### config.mk
export PLATFORM = sky130hd
export DESIGN_NAME = mem_arbiter
export DESIGN_NICKNAME = d
export VERILOG_FILES = /design/src/rtl/mem_arbiter_pkg.sv /design/src/rtl/mem_arb_rr.sv /design/src/rtl/mem_arbiter.sv
export SDC_FILE = /design/constraint.sdc
export NUM_CORES = 1
export LEC_CHECK = 0
export ABC_CLOCK_PERIOD_IN_PS = 1840
export BUFFER_PORTS_ARGS = -buffer_cell sky130_fd_sc_hd__buf_2
export CELL_PAD_IN_SITES_DETAIL_PLACEMENT = 1
export CELL_PAD_IN_SITES_GLOBAL_PLACEMENT = 1
export CORE_UTILIZATION = 34
export CTS_CLUSTER_SIZE = 40
export DETAILED_ROUTE_END_ITERATION = 8
export GPL_ROUTABILITY_DRIVEN = 0
export GPL_TIMING_DRIVEN = 1
export HOLD_SLACK_MARGIN = 0.03
export PLACE_DENSITY = 0.87
export SYNTH_ARGS = -nofsm -noshare
export SYNTH_HDL_FRONTEND = slang
export SYNTH_HIERARCHICAL = 1
export SYNTH_SLANG_ARGS = --single-unit
### constraint.sdc
create_clock -name clk -period 1.84 [get_ports clk]
set_input_delay 0.092 -clock clk [delete_from_list [all_inputs] [get_ports clk]]
set_output_delay 0.092 -clock clk [all_outputs]
set_load 0.01 [all_outputs]
### src/rtl/mem_arbiter_pkg.sv
// ============================================================================
// mem_arbiter_pkg -- rw flag and FSM state encodings shared by the arbiter.
// Rev 1.0
// ============================================================================
`default_nettype none

package mem_arbiter_pkg;

    localparam logic [1:0] RW_IDLE  = 2'b00;
    localparam logic [1:0] RW_READ  = 2'b01;
    localparam logic [1:0] RW_WRITE = 2'b10;

    typedef enum logic [1:0] {
        IDLE      = 2'b00,
        ISSUE     = 2'b01,
        WAIT_RESP = 2'b10,
        RESP      = 2'b11
    } arb_state_e;

    // 2'b11 (both bits set) is treated as idle, same as 2'b00.
    function automatic logic rw_is_valid(input logic [1:0] flag);
        return (flag != RW_IDLE) && (flag != (RW_READ | RW_WRITE));
    endfunction

endpackage

`default_nettype wire

### src/rtl/mem_arb_rr.sv
// ============================================================================
// mem_arb_rr -- combinational 2-way round-robin picker.
// Rev 1.0
// ============================================================================
`default_nettype none

module mem_arb_rr (
    input  logic [1:0] i_eligible,
    input  logic       i_last_grant,
    output logic       o_grant_valid,
    output logic       o_grant_id
);

    always_comb begin
        o_grant_valid = |i_eligible;
        // On a tie the channel that did not win last time goes first.
        if (&i_eligible) begin
            o_grant_id = ~i_last_grant;
        end else begin
            o_grant_id = i_eligible[1];
        end
    end

endmodule

`default_nettype wire

### src/rtl/mem_arbiter.sv
// ============================================================================
// mem_arbiter -- serialises two CPU memory channels onto one req/gnt/rvalid RAM.
// Optional statistics counters enabled by MEM_ARB_STAT_EN.  Rev 1.0
// ============================================================================
`default_nettype none

module mem_arbiter
    import mem_arbiter_pkg::*;
#(
    parameter int ADDR_W = 32,
    parameter int DATA_W = 32
) (
    input  logic                  clk,
    input  logic                  rst,
    input  logic [3:0]            cpu_rwe_i,
    input  logic [2*ADDR_W-1:0]   cpu_addr_i,
    input  logic [7:0]            cpu_sel_i,
    input  logic [2*DATA_W-1:0]   cpu_wdata_i,
    output logic [2*DATA_W-1:0]   cpu_rdata_o,
    output logic [1:0]            cpu_busy_o,
    output logic [1:0]            cpu_done_o,
    output logic                  ram_req_o,
    output logic                  ram_we_o,
    output logic [ADDR_W-1:0]     ram_addr_o,
    output logic [DATA_W-1:0]     ram_wdata_o,
    output logic [3:0]            ram_sel_o,
    input  logic                  ram_gnt_i,
    input  logic                  ram_rvalid_i,
    input  logic [DATA_W-1:0]     ram_rdata_i
`ifdef MEM_ARB_STAT_EN
    ,
    output logic [63:0]           stat_req_cnt_o,
    output logic [63:0]           stat_wait_cnt_o
`endif
);

    arb_state_e               r_state;
    logic                     r_last_grant;
    logic                     r_owner;
    logic                     r_we;
    logic                     r_req;
    logic [ADDR_W-1:0]        r_addr;
    logic [DATA_W-1:0]        r_wdata;
    logic [3:0]               r_sel;
    logic [1:0]               r_busy;
    logic [1:0]               r_done;
    logic [1:0][DATA_W-1:0]   r_rdata;

    logic [1:0]               w_eligible;
    logic                     w_grant_valid;
    logic                     w_grant_id;
    logic [1:0]               w_flag;
    logic [ADDR_W-1:0]        w_addr;
    logic [DATA_W-1:0]        w_wdata;
    logic [3:0]               w_sel;

    // A channel in its done cycle is excluded so the same request is not re-taken.
    always_comb begin
        for (int c = 0; c < 2; c++) begin
            w_eligible[c] = rw_is_valid(cpu_rwe_i[2*c +: 2]) && !r_busy[c] && !r_done[c];
        end
    end

    mem_arb_rr u_rr (
        .i_eligible    (w_eligible),
        .i_last_grant  (r_last_grant),
        .o_grant_valid (w_grant_valid),
        .o_grant_id    (w_grant_id)
    );

    always_comb begin
        if (w_grant_id) begin
            w_flag  = cpu_rwe_i[3:2];
            w_addr  = cpu_addr_i[2*ADDR_W-1:ADDR_W];
            w_wdata = cpu_wdata_i[2*DATA_W-1:DATA_W];
            w_sel   = cpu_sel_i[7:4];
        end else begin
            w_flag  = cpu_rwe_i[1:0];
            w_addr  = cpu_addr_i[ADDR_W-1:0];
            w_wdata = cpu_wdata_i[DATA_W-1:0];
            w_sel   = cpu_sel_i[3:0];
        end
    end

    always_ff @(posedge clk or negedge rst) begin
        if (!rst) begin
            r_state      <= IDLE;
            r_last_grant <= 1'b1;
            r_owner      <= 1'b0;
            r_we         <= 1'b0;
            r_req        <= 1'b0;
            r_addr       <= '0;
            r_wdata      <= '0;
            r_sel        <= '0;
            r_busy       <= '0;
            r_done       <= '0;
            r_rdata      <= '0;
        end else begin
            r_done <= 2'b00;
            case (r_state)
                IDLE: begin
                    if (w_grant_valid) begin
                        r_owner           <= w_grant_id;
                        r_last_grant      <= w_grant_id;
                        r_we              <= (w_flag == RW_WRITE);
                        r_addr            <= w_addr;
                        r_wdata           <= w_wdata;
                        r_sel             <= (w_flag == RW_WRITE) ? w_sel : 4'hF;
                        r_busy[w_grant_id] <= 1'b1;
                        r_req             <= 1'b1;
                        r_state           <= ISSUE;
                    end
                end
                ISSUE: begin
                    if (ram_gnt_i) begin
                        r_req   <= 1'b0;
                        r_state <= WAIT_RESP;
                    end
                end
                WAIT_RESP: begin
                    if (ram_rvalid_i) begin
                        if (!r_we) begin
                            r_rdata[r_owner] <= ram_rdata_i;
                        end
                        r_busy[r_owner] <= 1'b0;
                        r_done[r_owner] <= 1'b1;
                        r_state         <= RESP;
                    end
                end
                RESP: begin
                    r_state <= IDLE;
                end
                default: begin
                    r_state <= IDLE;
                end
            endcase
        end
    end

    assign cpu_rdata_o = r_rdata;
    assign cpu_busy_o  = r_busy;
    assign cpu_done_o  = r_done;
    assign ram_req_o   = r_req;
    assign ram_we_o    = r_we;
    assign ram_addr_o  = r_addr;
    assign ram_wdata_o = r_wdata;
    assign ram_sel_o   = r_sel;

`ifdef MEM_ARB_STAT_EN
    logic [1:0][31:0] r_req_cnt;
    logic [1:0][31:0] r_wait_cnt;

    // Waiting means a valid flag that is neither busy nor in its done cycle.
    always_ff @(posedge clk or negedge rst) begin
        if (!rst) begin
            r_req_cnt  <= '0;
            r_wait_cnt <= '0;
        end else begin
            for (int c = 0; c < 2; c++) begin
                if ((r_state == IDLE) && w_grant_valid && (int'(w_grant_id) == c)) begin
                    r_req_cnt[c] <= r_req_cnt[c] + 32'd1;
                end
                if (w_eligible[c]) begin
                    r_wait_cnt[c] <= r_wait_cnt[c] + 32'd1;
                end
            end
        end
    end

    assign stat_req_cnt_o  = r_req_cnt;
    assign stat_wait_cnt_o = r_wait_cnt;
`endif

endmodule

`default_nettype wire

==> results.txt, run 1 <==
- Worst min-delay path startpoint: cpu_addr_i[28]
- Global routing used 28.79% of the available tracks across all layers.
- For this design the total switching power over the nets is 5.826 mW.
- Sequential Power Share: 37.4%
* Portion of netlist area occupied by mux cells: 24.98%
- The worst path uses 97.23% of the clock period.
* Endpoints failing hold: 0
* Worst Skew: 11.52 ps
- In this run the standard cell core region covers 17,540 sq um.
- In this run the number of H-tree levels came out at 4.
- Clock latency on the worst-skew pair, taken at its later pin, is 420 ps.
* Fraction of synthesized cell area in xor and xnor cells: 0.2829%
- Summed negative setup slack over all endpoints: 0 ps
* Crit path capture type: flop
- Worst hold slack: 43.21 ps
- Critical R2R Capture: ram_addr_o[18]
- In this run, the number of DRC markers left after iteration 0 of detailed routing was 171.
* Starting density of the core: 35.30%
- In this run the worst path has a maximum fanout of 5.
- Slowest CP cell: sky130_fd_sc_hd__dfrtp_1
- Layout cell share with drive strength beyond 1: 46.02%
- The worst setup path is launched from a flop.
- Largest vdd supply drop: 868.0 uV
* Number of placed I/O pins: 314
- For the worst flop-to-flop path, the logic depth is 7.
- Cell Area, Synth: 6191 sq um
- Adder-cell area share of the yosys netlist: 0.8084%
- In this run the horizontal extent of the chip is 136.9 um.
- Setup slack of the most critical reg-to-reg path: 50 ps
- Entering global routing, the biggest net connects 44 pins.
* Antenna-violating nets left: 0
- Hold path endpoint: ram_addr_o[28]
- The tree is rooted in a sky130_fd_sc_hd__clkbuf_16.
- Cts bufs inserted: 17
- The first detailed-routing pass ran for 6 iterations.
- Number of max-slew violations in the final report: 0
- Die area: 18,750 sq um
- In the final routed layout, each cell accounts on average for 22.20 um.
- Status: finished clean
- Detail-routed via count per cell: 5.029
* Fin crit period: 1789 ps
- Total number of placement rows: 48
- Crit path largest cell delay: 430 ps
- On the critical path the largest part of the delay comes from buffers and inverters.
* Wire length of the first global-routing pass: 39,580 um
- Maximum count of clock buffers along a single path: 2
- Worst min path class: primary input to flop
* Cells on Worst Hold Path: 3
- From bottom edge to top edge, the die measures 136.9 um.
- Series of cell instances along the critical path: nor3_2, buf_4, a21boi_4, buf_6, buf_12, mux2i_4, o21ai_0
- The internal portion of the total power is 9.548 mW.
- Summing over every cut layer, the via total after detailed routing is 6,196.
- In this run switching power makes up 37.89% of total power.
* Simple-gate area share of the yosys netlist: 6.002%
* Post-synthesis compound-gate area fraction: 6.730%
* Half-perimeter wire length after placement: 14,570 um
- Initial antenna violation count: 3
- Number of nets in the final layout: 1,171
- Count of cell types in the netlist: 33
- Overall Power: 15.37 mW
- The worst setup path is of the flop to flop kind.
- Dividing the synthesized area by the synthesized cell count gives 12.66 sq um.
- Routed WL: 27,350 um
- Relative to the synthesized area, the layout overhead comes to 70.98%.
* Total of max-cap violations: 0
- Timing would allow up to 559.0 MHz.
- In the layout the commonest cells are sky130_fd_sc_hd__buf_2 (312), sky130_fd_sc_hd__dlygate4sd3_1 (161), sky130_fd_sc_hd__dfrtp_1 (141).
* TritonCTS clock tree: built
* Least-Margin Pin Slew: 384.0 ps
- When the netlist entered floorplanning its net count stood at 669.
* DR DRC count: 0
- Clock slew at the register clock pins of the worst setup and hold paths: 70 ps
* Number of global-route vias before repair: 6,933
- Crit path arrival time: 2080 ps
- Number of warnings printed during yosys synthesis: 6
- Seq/Total Area, Yosys: 57.42%
- By area, the combinational part of the netlist is dominated by multiplexers.
- During placement, the flow inserted port buffers numbering 313.
- Setup-violating endpoint count in the final report: 0
- The startpoint identified for the worst register-to-register timing path is cpu_busy_o[0].
- Cell leakage power: 5.270 nW
* Relative max-transition margin: 74.40%
- Clk pwr share: 22.8%
* Clock Sink Count: 142
- After global routing the overflow that remains totals 0.
* Combinational power share: 39.8%
- Leaving out fill and tap cells, the most frequent cell in the layout is sky130_fd_sc_hd__buf_2.
* Number of standard cells after synthesis: 489
- At the worst endpoint, the required time is 2130 ps.
- Power spread over the standard cell area amounts to 1452 nW/um^2.
- In this run, synthesis produced a sequential element count of 142.
- CP bufs+invs: 3
-- worst max-delay path by stage --
stage / startpoint / end / cells after the start
after floorplan: cpu_busy_o[0] / r_state[1] / 5
after global placement: cpu_busy_o[0] / r_state[1] / 5
after detailed placement: r_state[0] / cpu_rdata_o[23] / 6
after CTS: cpu_done_o[1] / ram_wdata_o[18] / 6
after global routing: cpu_busy_o[0] / ram_addr_o[18] / 7
final: cpu_busy_o[0] / ram_addr_o[18] / 7
-- layout make-up --
cell class | instances | area [sq um]
Fill cell | 1876 | 6952
Tap cell | 225 | 281.5
Sequential cell | 142 | 3555
Clock inverter | 15 | 170.2
Clock buffer | 17 | 425.4
Inverter | 8 | 30.03
Antenna cell | 3 | 7.507
Timing Repair Buffer | 513 | 3649
Multi-Input combinational cell | 309 | 2467
-- metal layers --
layer  vias to the layer above  global-route usage (%)  routed length (um)
li1                       2703                       -                   -
met1                      3074                   30.07                9940
met2                       342                   52.16               14330
met3                        77                   7.481                1965
met5                         -                       0                   0
met4                         0                   16.06                1113
-- what timing repair did --
action | 4_1_cts | 5_1_grt
setup endpoints to repair | 0 | 52
endpoints found under the hold margin | 270 | 1
resized for setup | 0 | 15
hold buffers | 159 | 2
buffers inserted | 0 | 8
-- registers in the layout, summed over array words and instances (netlist names) --
name and cells:
ram_req_o 1, ram_addr_o 32, r_last_grant 1, ram_sel_o 4
cpu_done_o 2, r_owner 1, ram_we_o 1, cpu_busy_o 2
r_state 2, cpu_rdata_o 64, ram_wdata_o 32
-- Yosys cell counts --
cell type | instances | area, sq um
sky130_fd_sc_hd__mux2_2 | 34 | 382.9
sky130_fd_sc_hd__nand2b_1 | 1 | 6.260
sky130_fd_sc_hd__a222oi_1 | 1 | 10.01
sky130_fd_sc_hd__xnor2_1 | 2 | 17.52
sky130_fd_sc_hd__nand2b_2 | 1 | 8.760
sky130_fd_sc_hd__mux2_4 | 30 | 450.4
sky130_fd_sc_hd__mux2i_1 | 69 | 690.7
sky130_fd_sc_hd__inv_1 | 7 | 26.28
sky130_fd_sc_hd__nor3_1 | 2 | 10.01
sky130_fd_sc_hd__nand3_2 | 1 | 10.01
sky130_fd_sc_hd__nor2b_1 | 1 | 6.260
sky130_fd_sc_hd__nor2_4 | 1 | 11.26
sky130_fd_sc_hd__buf_2 | 10 | 50.05
sky130_fd_sc_hd__ha_1 | 4 | 50.05
sky130_fd_sc_hd__mux2_1 | 2 | 22.52
sky130_fd_sc_hd__a21oi_1 | 2 | 10.01
sky130_fd_sc_hd__dfstp_2 | 1 | 26.28
sky130_fd_sc_hd__nand3b_1 | 2 | 15.01
sky130_fd_sc_hd__o21ai_0 | 71 | 355.3
sky130_fd_sc_hd__buf_6 | 4 | 45.04
sky130_fd_sc_hd__and2_1 | 1 | 6.260
sky130_fd_sc_hd__nand2_1 | 71 | 266.5
sky130_fd_sc_hd__or2_1 | 1 | 6.260
sky130_fd_sc_hd__nor2_1 | 5 | 18.77
sky130_fd_sc_hd__clkbuf_1 | 12 | 45.04
sky130_fd_sc_hd__inv_2 | 1 | 3.750
sky130_fd_sc_hd__buf_12 | 3 | 60.06
sky130_fd_sc_hd__and3_1 | 1 | 6.260
sky130_fd_sc_hd__a2bb2oi_1 | 1 | 8.760
sky130_fd_sc_hd__buf_1 | 1 | 3.750
sky130_fd_sc_hd__a31oi_1 | 4 | 25.02
sky130_fd_sc_hd__dfrtp_1 | 141 | 3528
sky130_fd_sc_hd__a21boi_1 | 1 | 7.510
-- cells by family (layout without fill, tap and decap cells) --
group	after synthesis	after routing
other cells	0	3
buf+inv	38	553
fa+ha+maj	4	4
mux	135	135
xor+xnor	2	2
compound gates	80	80
flops	142	142
simple gates	88	88
-- tightest hold or removal path, stage by stage --
cell	delay, ps
sky130_fd_sc_hd__buf_2	80
sky130_fd_sc_hd__mux2i_1	60
sky130_fd_sc_hd__o21ai_0	180
-- stage by stage --
stage               std cells  util [%]  setup WS, ps  cell area [sq um]
finish                   1232     60.36         51.04              10590
CTS                      1217     59.25         19.65              10390
global route             1232     60.36        -23.92              10590
detailed placement       1026     46.78         102.4               8203
floorplan                 489         -         139.4               6191
global placement         1026     46.78         128.5               8203
-- power groups by stage --
| stage | registers [mW] | clock network (mW) | logic [mW] |
|---|---|---|---|
| 2_1_floorplan | 6.23 | 0 | 2.08 |
| 3_3_place_gp | 5.50 | 0 | 5.21 |
| 3_5_place_dp | 5.62 | 0 | 5.45 |
| 4_1_cts | 5.58 | 3.56 | 5.74 |
| 5_1_grt | 5.89 | 3.67 | 6.60 |
| 6_report | 5.75 | 3.51 | 6.12 |
Power figures use the tool's default switching activity.
==> run 2, diff against run 1 <==
Settings changed: HOLD_SLACK_MARGIN 0.03 to 0.05.
==> results.txt, run 2 (synthesis gave the netlist of run 1 again) <==
- STA classifies the critical path endpoint as a flop.
- Setup crit start kind: flop
- The number of placement rows is 48 (unchanged).
- Half-perimeter wire length after placement: 14,570 um (unchanged)
* CP dominant cell by count: sky130_fd_sc_hd__buf_4
- The run finished with clean final reports.
* Initial antenna violation count: 3 (unchanged)
- The leakage power is 5.285 nW (+0.28%).
- Number of detailed-route iterations in the first pass: 4 (-2)
* Power density over the cells: 1457 nW/um^2 (+0.30%)
- The count of vias placed by the detailed router was 6,209 (+0.21%).
* Series of cell instances along the critical path: nor3_2, or2_1, buf_4, nand2_4, buf_4, o21ai_0
* Final worst-path cycle share: 98.50% (+1.3 points)
- Port Buffers: 313 (unchanged)
- Antenna-violating nets left: 0 (unchanged)
- The total count of max-transition violations in the final report came to 0 (unchanged).
- Crit-path max FO: 17 (+12)
* Clock slew at the register clock pins of the worst setup and hold paths: 70 ps (about the same)
* TritonCTS clock tree: built
* Clock tree root buffer cell: sky130_fd_sc_hd__clkbuf_16
* Die Y-Extent: 136.9 um (unchanged)
- The number of design rule violations left after detail routing was 0 (unchanged).
* Crit path largest cell delay: 400 ps (-30 ps)
- Maximum count of clock buffers along a single path: 2 (unchanged)
* Final Non-Filler Cells: 1,237 (+0.41%)
- Total of max-cap violations: 0 (unchanged)
- Global route total overflow: 0 (unchanged)
- The number of global-route vias before repair is 7,091 (+2.3%).
- Crit path arrival time: 2110 ps (+30 ps)
* Clock Sink Count: 142 (unchanged)
- The total of fill cells in the finished design was 1,868 (-0.43%).
- Routed WL: 28,070 um (+2.6%)
- The slew at the pin closest to its max-slew limit came to 381.3 ps (-2.741 ps).
* Clock Latency Late Sink: 420 ps (about the same)
- Relative max-transition margin: 74.58% (+0.18 points)
- Starting density of the core: 35.30% (unchanged)
- The final-report setup violation count is 0 (unchanged).
* Wire length of the first global-routing pass: 40,300 um (+1.8%)
* Slowest CP cell: sky130_fd_sc_hd__dfrtp_1
- The starting DRC count in detailed routing is 155 (-9.4%).
- Leaving out fill and tap cells, the most frequent cells in the layout are sky130_fd_sc_hd__buf_2 (312), sky130_fd_sc_hd__dlygate4sd3_1 (166), sky130_fd_sc_hd__dfrtp_1 (141).
* Worst Skew: 12.82 ps (+1.298 ps)
- The maximum number of pins on one net before global-route repair came to 44 (unchanged).
* Fin crit period: 1812 ps (+23.46 ps)
- The final-report hold violation count is 0 (unchanged).
* Most common library cell in the layout ignoring fill and taps: sky130_fd_sc_hd__buf_2
- The via density per instance came to 5.019 (-0.20%).
* Largest vdd supply drop: 914.7 uV (+5.4%)
- Cts bufs inserted: 17 (unchanged)
- The critical path in this run is classified as flop to flop.
* Die width: 136.9 um (unchanged)
- The cell total after placement came to 1,026 (unchanged).
* Layout cell share with drive strength beyond 1: 45.69% (-0.33 points)
* Final routed wire length divided by cell count: 22.70 um (+2.2%)
* Crit path required time: 2140 ps (about the same)
- The H-tree depth came to 4 (unchanged).
- The total design power came to 15.45 mW (+0.49%).
- Placeable core region: 17,540 sq um (unchanged)
- The boundary pin count came to 314 (unchanged).
* P&R area growth vs syn: 71.30%
- The die footprint is 18,750 sq um (unchanged).
* Worst min path class: primary input to flop
- Flip-flop count of the largest register, all copies and words added: 64 (unchanged)
- The summed negative setup slack over all endpoints is 0 ps (unchanged).
* GR Util All Layers: 29.38% (+0.59 points)
- Highest attainable clock frequency: 551.7 MHz (-1.3%)
- The net count reported at finish is 1,176 (+0.43%).
[run 2: cell types whose count changed in the layout (fill, tap and decap cells not counted)]
cell | previous run | this run
sky130_fd_sc_hd__clkbuf_16 | 19 | 18
sky130_fd_sc_hd__buf_12 | 10 | 11
sky130_fd_sc_hd__mux2i_4 | 2 | 0
sky130_fd_sc_hd__dlygate4sd3_1 | 161 | 166
sky130_fd_sc_hd__buf_4 | 24 | 25
sky130_fd_sc_hd__mux2i_2 | 3 | 4
sky130_fd_sc_hd__buf_6 | 4 | 3
sky130_fd_sc_hd__mux2i_1 | 64 | 65
[run 2: layout make-up]
class                      instances  area [sq um]  share of cell area (%)
timing repair buffer             518          3690                   34.79
sequential                       142          3555                   33.52
multi-input combinational        309          2446                   23.07
clock buffer                      17         425.4                   4.011
tap                              225         281.5                   2.655
clock inverter                    15         170.2                   1.605
inverter                           8         30.03                  0.2832
antenna                            3         7.507                 0.07079
[run 2: path summary, 6_finish.rpt]
check                                      from               to  slack, ps  cells after the start
worst min-delay path            cpu_wdata_i[18]  ram_wdata_o[18]        110                      3
max in group asynchronous                   rst  cpu_rdata_o[24]       1020                      3
min in group asynchronous                   rst    cpu_busy_o[0]        170                      2
worst max-delay path              cpu_done_o[1]  ram_wdata_o[14]         30                      6
worst min register to register   ram_wdata_o[3]   ram_wdata_o[3]        480                      2
worst max register to register    cpu_done_o[1]  ram_wdata_o[14]         30                      6
[run 2: repair_timing]
| item | 4_1_cts | 5_1_grt |
|---|---|---|
| hold endpoints to repair | 273 | 0 |
| endpoints found under the setup margin | 0 | 50 |
| hold buffers | 166 | 0 |
| setup buffers | 0 | 9 |
| resized for setup | 0 | 11 |
[run 2: stage by stage]
stage / area (sq um) / utilization (%) / hold slack, ps / setup WS, ps
3_3_place_gp: 8203 / 46.78 / 26.08 / 128.5
3_5_place_dp: 8203 / 46.78 / 27.33 / 102.4
6_report: 10610 / 60.47 / 107.9 / 27.58
4_1_cts: 10460 / 59.65 / 72.76 / 19.65
5_1_grt: 10610 / 60.47 / 109.7 / -33.47
2_1_floorplan: 6191 / - / -203.6 / 139.4
[run 2: layer usage]
metal / up-vias / share of wire, % / track usage (%)
li1: 2704 / - / -
met1: 3065 / 35 / 30.14
met2: 340 / 52 / 52.41
met3: 100 / 6.8 / 7.926
met4: 0 / 5.3 / 19.11
met5: - / 0 / 0
[run 2: worst max-delay path, delay by kind of cell, from the launching register on]
family	cells	cell delay (ps)
compound gates	1	330
buf+inv	2	400
flops	1	400
simple gates	3	560
[run 2: power breakdown]
| part | switching [mW] | total [mW] | internal (mW) | leakage (nW) |
|---|---|---|---|---|
| sequential | 1.07 | 5.76 | 4.69 | 1.75 |
| combinational | 3.24 | 6.17 | 2.92 | 3.25 |
| clock | 1.58 | 3.52 | 1.94 | 0.287 |
| total | 5.90 | 15.4 | 9.55 | 5.28 |
